--- src/rtl/pipeline_ctrl_pkg.sv ---
// Shared types and constants for the pipeline stall/flush controller.
package pipeline_ctrl_pkg;
  localparam int REG_ADDR_W = 5;
  localparam logic [REG_ADDR_W-1:0] X0 = '0;

  typedef enum logic {
    RUN      = 1'b0,
    DIV_WAIT = 1'b1
  } ctrl_state_t;
endpackage

--- src/rtl/load_use_detect.sv ---
// Combinational load-use hazard detect: a load in EX whose rd feeds an ID source.
module load_use_detect
  import pipeline_ctrl_pkg::*;
(
  input  logic [REG_ADDR_W-1:0] rs1,
  input  logic [REG_ADDR_W-1:0] rs2,
  input  logic                  uses_rs1,
  input  logic                  uses_rs2,
  input  logic [REG_ADDR_W-1:0] rd,
  input  logic                  mem_read,
  output logic                  hazard
);
  // x0 is hardwired zero, so a load targeting it never creates a dependency
  assign hazard = mem_read && (rd != X0) &&
                  ((uses_rs1 && (rs1 == rd)) || (uses_rs2 && (rs2 == rd)));
endmodule

--- src/rtl/pipeline_hazard_ctrl.sv ---
// Stall/flush controller for the 5-stage core: dmem stalls, divide sequencing,
// branch flush, load-use bubble, fetch wait, plus a saturating stall counter.
module pipeline_hazard_ctrl
  import pipeline_ctrl_pkg::*;
#(
  parameter int DIV_CYCLES = 32,
  parameter int CNT_W      = 32
) (
  input  logic                  clk,
  input  logic                  rst,
  input  logic [REG_ADDR_W-1:0] idRs1,
  input  logic [REG_ADDR_W-1:0] idRs2,
  input  logic                  idUsesRs1,
  input  logic                  idUsesRs2,
  input  logic [REG_ADDR_W-1:0] exRd,
  input  logic                  exMemRead,
  input  logic                  exBranchTaken,
  input  logic                  exDivStart,
  input  logic                  imemReady,
  input  logic                  dmemReq,
  input  logic                  dmemReady,
  output logic                  pcEn,
  output logic                  ifidEn,
  output logic                  idexEn,
  output logic                  exmemEn,
  output logic                  memwbEn,
  output logic                  ifidFlush,
  output logic                  idexFlush,
  output logic                  exmemFlush,
  output logic                  memwbFlush,
  output logic                  divBusy,
  output logic                  divDone,
  output logic [CNT_W-1:0]      stallCount
);
  localparam int CW = $clog2(DIV_CYCLES);
  localparam logic [CW-1:0] DIV_LOAD = CW'(DIV_CYCLES - 2);

  ctrl_state_t   state, state_nxt;
  logic [CW-1:0] divCnt, divCnt_nxt;
  logic          load_use;
  logic          dmem_stall;
  // {pc, ifid, idex, exmem, memwb} and {ifid, idex, exmem, memwb}
  logic [4:0]    en;
  logic [3:0]    fl;

  load_use_detect u_lud (
    .rs1      (idRs1),
    .rs2      (idRs2),
    .uses_rs1 (idUsesRs1),
    .uses_rs2 (idUsesRs2),
    .rd       (exRd),
    .mem_read (exMemRead),
    .hazard   (load_use)
  );

  assign dmem_stall = dmemReq && !dmemReady;

  always_comb begin
    en         = 5'b11111;
    fl         = 4'b0000;
    divBusy    = 1'b0;
    divDone    = 1'b0;
    state_nxt  = state;
    divCnt_nxt = divCnt;
    if (rst) begin
      en = 5'b00000;
      fl = 4'b1111;
    end else if (dmem_stall) begin
      en      = 5'b00000;
      divBusy = (state == DIV_WAIT);
    end else if (state == DIV_WAIT && divCnt != '0) begin
      // divide held in EX; MEM gets bubbles while older work drains
      en         = 5'b00011;
      fl         = 4'b0010;
      divBusy    = 1'b1;
      divCnt_nxt = divCnt - CW'(1);
    end else if (state == RUN && exDivStart) begin
      en         = 5'b00011;
      fl         = 4'b0010;
      divBusy    = 1'b1;
      divCnt_nxt = DIV_LOAD;
      state_nxt  = DIV_WAIT;
    end else begin
      if (state == DIV_WAIT) begin
        divDone   = 1'b1;
        divBusy   = 1'b1;
        state_nxt = RUN;
      end
      if (exBranchTaken) begin
        fl = 4'b1100;
      end else if (load_use) begin
        en = 5'b00011;
        fl = 4'b0100;
      end else if (!imemReady) begin
        en = 5'b01111;
        fl = 4'b1000;
      end
    end
  end

  assign {pcEn, ifidEn, idexEn, exmemEn, memwbEn}      = en;
  assign {ifidFlush, idexFlush, exmemFlush, memwbFlush} = fl;

  always_ff @(posedge clk or posedge rst) begin
    if (rst) begin
      state      <= RUN;
      divCnt     <= '0;
      stallCount <= '0;
    end else begin
      state  <= state_nxt;
      divCnt <= divCnt_nxt;
      if (!pcEn && !(&stallCount)) stallCount <= stallCount + CNT_W'(1);
    end
  end

  a_br_div : assert property (@(posedge clk) disable iff (rst) !(exBranchTaken && exDivStart));
  a_ld_div : assert property (@(posedge clk) disable iff (rst) !(exMemRead && exDivStart));
endmodule

--- config.mk ---
export PLATFORM = sky130hd
export DESIGN_NAME = pipeline_hazard_ctrl
export DESIGN_NICKNAME = d
export VERILOG_FILES = /design/src/rtl/pipeline_ctrl_pkg.sv /design/src/rtl/load_use_detect.sv /design/src/rtl/pipeline_hazard_ctrl.sv
export SDC_FILE = /design/constraint.sdc
export NUM_CORES = 1
export LEC_CHECK = 0
export CAP_MARGIN = 20
export CORE_MARGIN = 1.5
export CORE_UTILIZATION = 25
export DETAILED_ROUTE_END_ITERATION = 10
export PLACE_DENSITY = 0.55
export RECOVER_POWER = 50
export SLEW_MARGIN = 5
export SYNTH_ARGS = -nofsm -noshare
export SYNTH_HDL_FRONTEND = slang
export SYNTH_SLANG_ARGS = --single-unit
--- constraint.sdc ---
create_clock -name clk -period 5.4 [get_ports clk]
set_clock_uncertainty 0.2 [all_clocks]
set_input_delay 1.08 -clock clk [delete_from_list [all_inputs] [get_ports clk]]
set_output_delay 1.08 -clock clk [all_outputs]
set_load 0.02 [all_outputs]
==> metrics, run 1 <==
status=finished clean; unrepaired setup endpoints after global routing=no; CP peak stage delay=0.67 ns; Root Buffer=clkbuf_8; CP bufs+invs=2; setup_tns=0 ns; CP top delay family=buffers and inverters; Synth area leader=dfrtp_1; FP Rows=33; synthesis-to-layout area growth=39.5%; Die ar.=9060 um2; initial DRC count=80; EDFF count, synth=0; Finished Layout Cells=395; YS warnings=0; critical path endpoint category=output pin; clk buf depth=2; crit path cell chain=clkdlybuf4s50_1 > or4_1 > o221a_2 > a21boi_0 > clkdlybuf4s50_1; synthesized area per cell=~9.6 um2; WS Path Type=in -> out; Min-Delay Path Class=reg -> reg; largest net degree at the start of global routing=42; #FFs+latches synth=38; post-synthesis sequential area ratio=44.8%; Tightest Pin Transition=0.856 ns; clock buffer count from CTS=5; Slew HR=42.1%; CTS Sinks=38; max_cap viols=0; Main synth FF type=dfrtp_1; final setup violation count=0; CTS Hold Bufs=0; worst vdd ir=0.215 mV; via count=1,737; top-level port count=68; hold_ws=0.287 ns; synthesized instance count=222; Core Region=8220 um2; final core occ=roughly 36%; first-pass GRT wire length=8.43 mm; Vias/cell=4.40; CTS tree=yes; Final Cycle Share=85.9%; DP Area=2870 um2; Critical-path top delay cell=clkdlybuf4s50_1; Resize count post-CTS=0; final net count=316; WP data required=4.12 ns; Cell variety after synth=33; FILL cells=828; Syn Nets=249; Post-synth ARST share=100%; first-pass detailed-route iteration total=4; synthesized cell area=2120 um2; clock transition at the registers of the reported paths=0.08 ns; Worst Path Max Fanout=4; routed len/inst=12.9 um; CP Launch Type=input port; area share of the largest cell type after synthesis=44.8%; GR Overflow Total=0; Final ANT Viol Nets=0; Residual DRC=0; PortBufs=67; final wirelength=around 5.1 mm; Multi-input gate area=1070 um2; Clk Latency, worst-skew pair=0.29 ns; initial antenna violation count=0; Post-synth top cells=dfrtp_1, nand2_1, xor2_1, nor2_1, nor3_1; Setup Buffers After CTS=0; Reg area=around 950 um2; GRT Total Usage=12.0%; fin area=2960 um2; most frequent cell after synthesis=dfrtp_1; dpl hpwl=3.69 mm; H-Tree Level Count=2; Die W=95.2 um; Initial Utilization=25.8%; Die H=95.2 um; CP arrival=3.36 ns; GPL Wtd Cong=0.797; reg2reg setup slack=approximately 2.4 ns; fmax=about 0.22 GHz; share of post-route cells with drive strength above 1=5.86%; top cells by area, synth=dfrtp_1, xor2_1, nand2_1, xnor2_1, nor3_1; leakage=0.00114 uW; diodes inserted=0; Max Slew Vio Count=0; post-route minimum period=4.64 ns; Final Hold Viols=0; CP most frequent cell=clkdlybuf4s50_1; Placed Instances=387; vias in the first global route=1,745; power per cell area=approximately 310 nW/um2
layout make-up:
cell class | instances | area share, %
clock buffer | 6 | 2.79
clock inverter | 2 | 0.422
timing repair buffer | 68 | 22.9
multi-input combinational | 166 | 36.1
inverter | 10 | 1.27
tap | 105 | 4.44
sequential | 38 | 32.1
metrics by stage:
stage,power [uW],setup WS (ns)
2_1_floorplan,588,0.466
3_3_place_gp,732,0.802
3_5_place_dp,735,0.781
4_1_cts,945,0.776
5_1_grt,991,0.493
6_report,925,0.762
kinds of logic after synthesis:
logic type / Yosys count / share of synthesized area (%)
AND/OR/NAND/NOR: 101 / 26.0
XOR/XNOR: 41 / 16.9
flip-flops: 38 / 44.8
AO/OA/AOI/OAI: 22 / 6.54
buffers and inverters: 18 / 4.60
adder cells (fa/ha/maj): 2 / 1.18
flip-flops by register name, summed over array words and instances, names as in the netlist:
name        count
divCnt          5
stallCount     32
state           1
worst paths after layout:
| path | endpoint | start | depth (start not counted) |
|---|---|---|---|
| max in group asynchronous | stallCount[2] | rst | 3 |
| hold / removal | stallCount[13] | stallCount[13] | 1 |
| setup reg to reg | stallCount[19] | divCnt[0] | 9 |
| hold reg to reg | stallCount[13] | stallCount[13] | 1 |
| setup / recovery | ifidEn | exRd[0] | 5 |
| min in group asynchronous | divCnt[4] | rst | 3 |
per-layer routing:
layer | part of all wire (%) | vias to the layer above | global-route usage [%]
li1 | - | 890 | -
met1 | 49 | 811 | 15.8
met2 | 46 | 28 | 19.4
met3 | 3.7 | 8 | 2.63
met4 | 1.8 | 0 | 4.23
met5 | 0 | - | 0
where the power goes:
part	internal (uW)	switching (uW)	total, uW	leakage [uW]
clock network	103	106	209	0.0000472
registers	341	70.6	411	0.000426
logic	150	155	305	0.000663
total	594	332	925	0.00114
placed cells by master (no fill, tap or decap), types with 2 or more instances in the layout:
cell,count
and2_1,2
nor2b_1,2
and4_1,2
nor3_1,13
and3_1,7
nor4_4,2
o21ai_0,11
clkbuf_8,6
inv_1,10
dlygate4sd3_1,17
nand4_1,6
clkdlybuf4s50_1,50
nand2_1,29
ha_1,2
xor2_1,29
nor4_1,9
nand3_1,10
nor2_1,14
dfrtp_1,38
a21oi_1,5
xnor2_1,12
(Power assumes the default switching activity.)
==> run 2, diff against run 1 <==
CORE_UTILIZATION = 43   (was 25)
PLACE_DENSITY = 0.75   (was 0.55)
==> metrics, run 2 (synthesis gave the netlist of run 1 again) <==
status=finished clean; GPL Wtd Cong=0.833 (+4.5%); max reg flops=32 (unchanged); largest net degree at the start of global routing=42 (unchanged); reg2reg setup slack=2.60 ns (+0.19 ns); clock transition at the registers of the reported paths=0.07 ns (about the same); CTS tree=yes; top layer in use=met4; CP most frequent cell=clkdlybuf4s50_1; Placed Instances=349 (-9.8%); Max Slew Vio Count=0 (unchanged); Slew HR=60.4% (+18 points); clock buffer count from CTS=5 (unchanged); PortBufs=67 (unchanged); critical path endpoint category=output pin; leakage=0.00114 uW (+0.64%); Critical-path top delay cell=clkdlybuf4s50_1; CP peak stage delay=0.61 ns (-0.06 ns); Min-Delay Path Class=reg -> reg; dpl hpwl=3.33 mm (-9.9%); CTS Sinks=38 (unchanged); via count=1,785 (+2.8%); Die W=73.3 um (-23%); commonest cells after routing, fill and taps aside=clkdlybuf4s50_1, dfrtp_1, nand2_1, xor2_1, dlygate4sd3_1; Final Cycle Share=85.9% (about the same); Worst R2R End=stallCount[7]; GRT Total Usage=18.6% (+6.5 points); hold depth=1 (unchanged); initial antenna violation count=0 (unchanged); CP arrival=3.36 ns (about the same); setup_tns=0 ns (unchanged); Final ANT Viol Nets=0 (unchanged); WS Path Type=in -> out; Die H=73.3 um (-23%); initial DRC count=128 (+60%); Resize count post-CTS=0 (unchanged); H-Tree Level Count=2 (unchanged); first-pass GRT wire length=7.73 mm (-8.3%); Root Buffer=clkbuf_8; diodes inserted=0 (unchanged); met1 wire length=2.14 mm (-13%); max_cap viols=0 (unchanged); CP bufs+invs=2 (unchanged); final wirelength=4.67 mm (-8.3%); CP top delay family=buffers and inverters; first-pass detailed-route iteration total=4 (unchanged); CP Launch Type=input port; Biggest register=stallCount; Worst R2R Path Depth=8 (-1); RR Startpoint=stallCount[6]; clk buf depth=2 (unchanged); fmax=0.216 GHz (about the same); Finished Layout Cells=357 (-9.6%); vias in the first global route=1,674 (-4.1%); routed len/inst=13.1 um (+1.5%); power per cell area=325 nW/um2 (+4.1%); commonest non-fill, non-tap cell in the layout=clkdlybuf4s50_1; Worst Path Max Fanout=4 (unchanged); Vias/cell=5.00 (+14%); GR Overflow Total=0 (unchanged); share of post-route cells with drive strength above 1=6.21% (+0.34 points); Hold Crit Start=stallCount[23]; FP Rows=25 (-24%); worst vdd ir=0.171 mV (-20%); Final Hold Viols=0 (unchanged); biggest regs=stallCount x32, divCnt x5, state x1; metal3 WL=149 um (-20%); Hold EP=stallCount[23]; Setup Buffers After CTS=0 (unchanged); Die ar.=5370 um2 (-41%); crit path cell chain=clkdlybuf4s50_1 > or4_1 > o221a_2 > o21ai_2 > and2_1 > clkdlybuf4s50_1; CTS Hold Bufs=0 (unchanged); post-route minimum period=4.64 ns (+0.000357 ns); Residual DRC=0 (unchanged); Detail Route met2 WL=2.35 mm (+0.56%); final setup violation count=0 (unchanged); unrepaired setup endpoints after global routing=no; synthesis-to-layout area growth=38.2%; Tightest Pin Transition=0.592 ns (-0.264 ns); WP data required=4.12 ns (about the same); top-level port count=68 (unchanged); Clk Latency, worst-skew pair=0.29 ns (about the same); final net count=316 (unchanged); Initial Utilization=44.7% (+19 points); Core Region=4750 um2 (-42%)
-- run 2: cell types whose count changed in the layout (fill, tap and decap cells not counted) --
cell and change:
bufinv_16 +1, clkbuf_8 -1, clkdlybuf4s50_1 +1, clkinv_2 +1, clkinvlp_4 -1, dlygate4sd3_1 -1
nor4b_1 -1, nor4b_2 +1, o21ai_0 -1, o21ai_1 +1
-- run 2: layer usage --
layer / vias up / GRT usage [%]
met2: 29 / 30.2
met1: 860 / 25.3
met4: 0 / 3.77
met3: 2 / 4.53
met5: - / 0
li1: 894 / -
-- run 2: power by group --
part | switching (uW) | internal [uW] | total (uW)
clock | 99.2 | 136 | 235
combinational | 152 | 153 | 305
sequential | 72.8 | 341 | 413
total | 324 | 630 | 954
-- run 2: cell type report --
| class | count | area (um2) |
|---|---|---|
| Fill cell | 402 | 1820 |
| Multi-Input combinational cell | 166 | 1070 |
| Sequential cell | 38 | 951 |
| Timing Repair Buffer | 68 | 678 |
| Tap cell | 67 | 83.8 |
| Clock buffer | 5 | 68.8 |
| Clock inverter | 3 | 40.0 |
| Inverter | 10 | 37.5 |
-- run 2: worst max-delay path by stage --
stage	start	end	slack (ns)	depth (start not counted)
3_3_place_gp	exRd[0]	pcEn	0.81	6
4_1_cts	exRd[0]	pcEn	0.77	6
2_1_floorplan	rst	ifidEn	0.47	6
5_1_grt	rst	idexEn	0.64	7
3_5_place_dp	exRd[0]	pcEn	0.76	6
6_report	exRd[0]	pcEn	0.76	6
-- run 2: worst register-to-register path: stages, from the launching register on --
cell     delay, ns
dfrtp_1       0.45
and4_1        0.26
and3_1        0.22
and3_1        0.47
nand2_4       0.18
nor4_2        0.29
a21o_4        0.31
nor3_1        0.12
xor2_1        0.17
-- run 2: through the flow --
step                worst slack [ns]  cell area, um2  power [uW]  hold slack, ns  util [%]
CTS                            0.766            2930         965           0.288      61.7
global placement               0.810            2830         722           0.272      59.4
finish                         0.762            2930         954           0.277      61.7
global route                   0.636            2930        1010           0.310      61.7
floorplan                      0.466            2120         588           0.267         -
detailed placement             0.764            2830         730           0.273      59.4
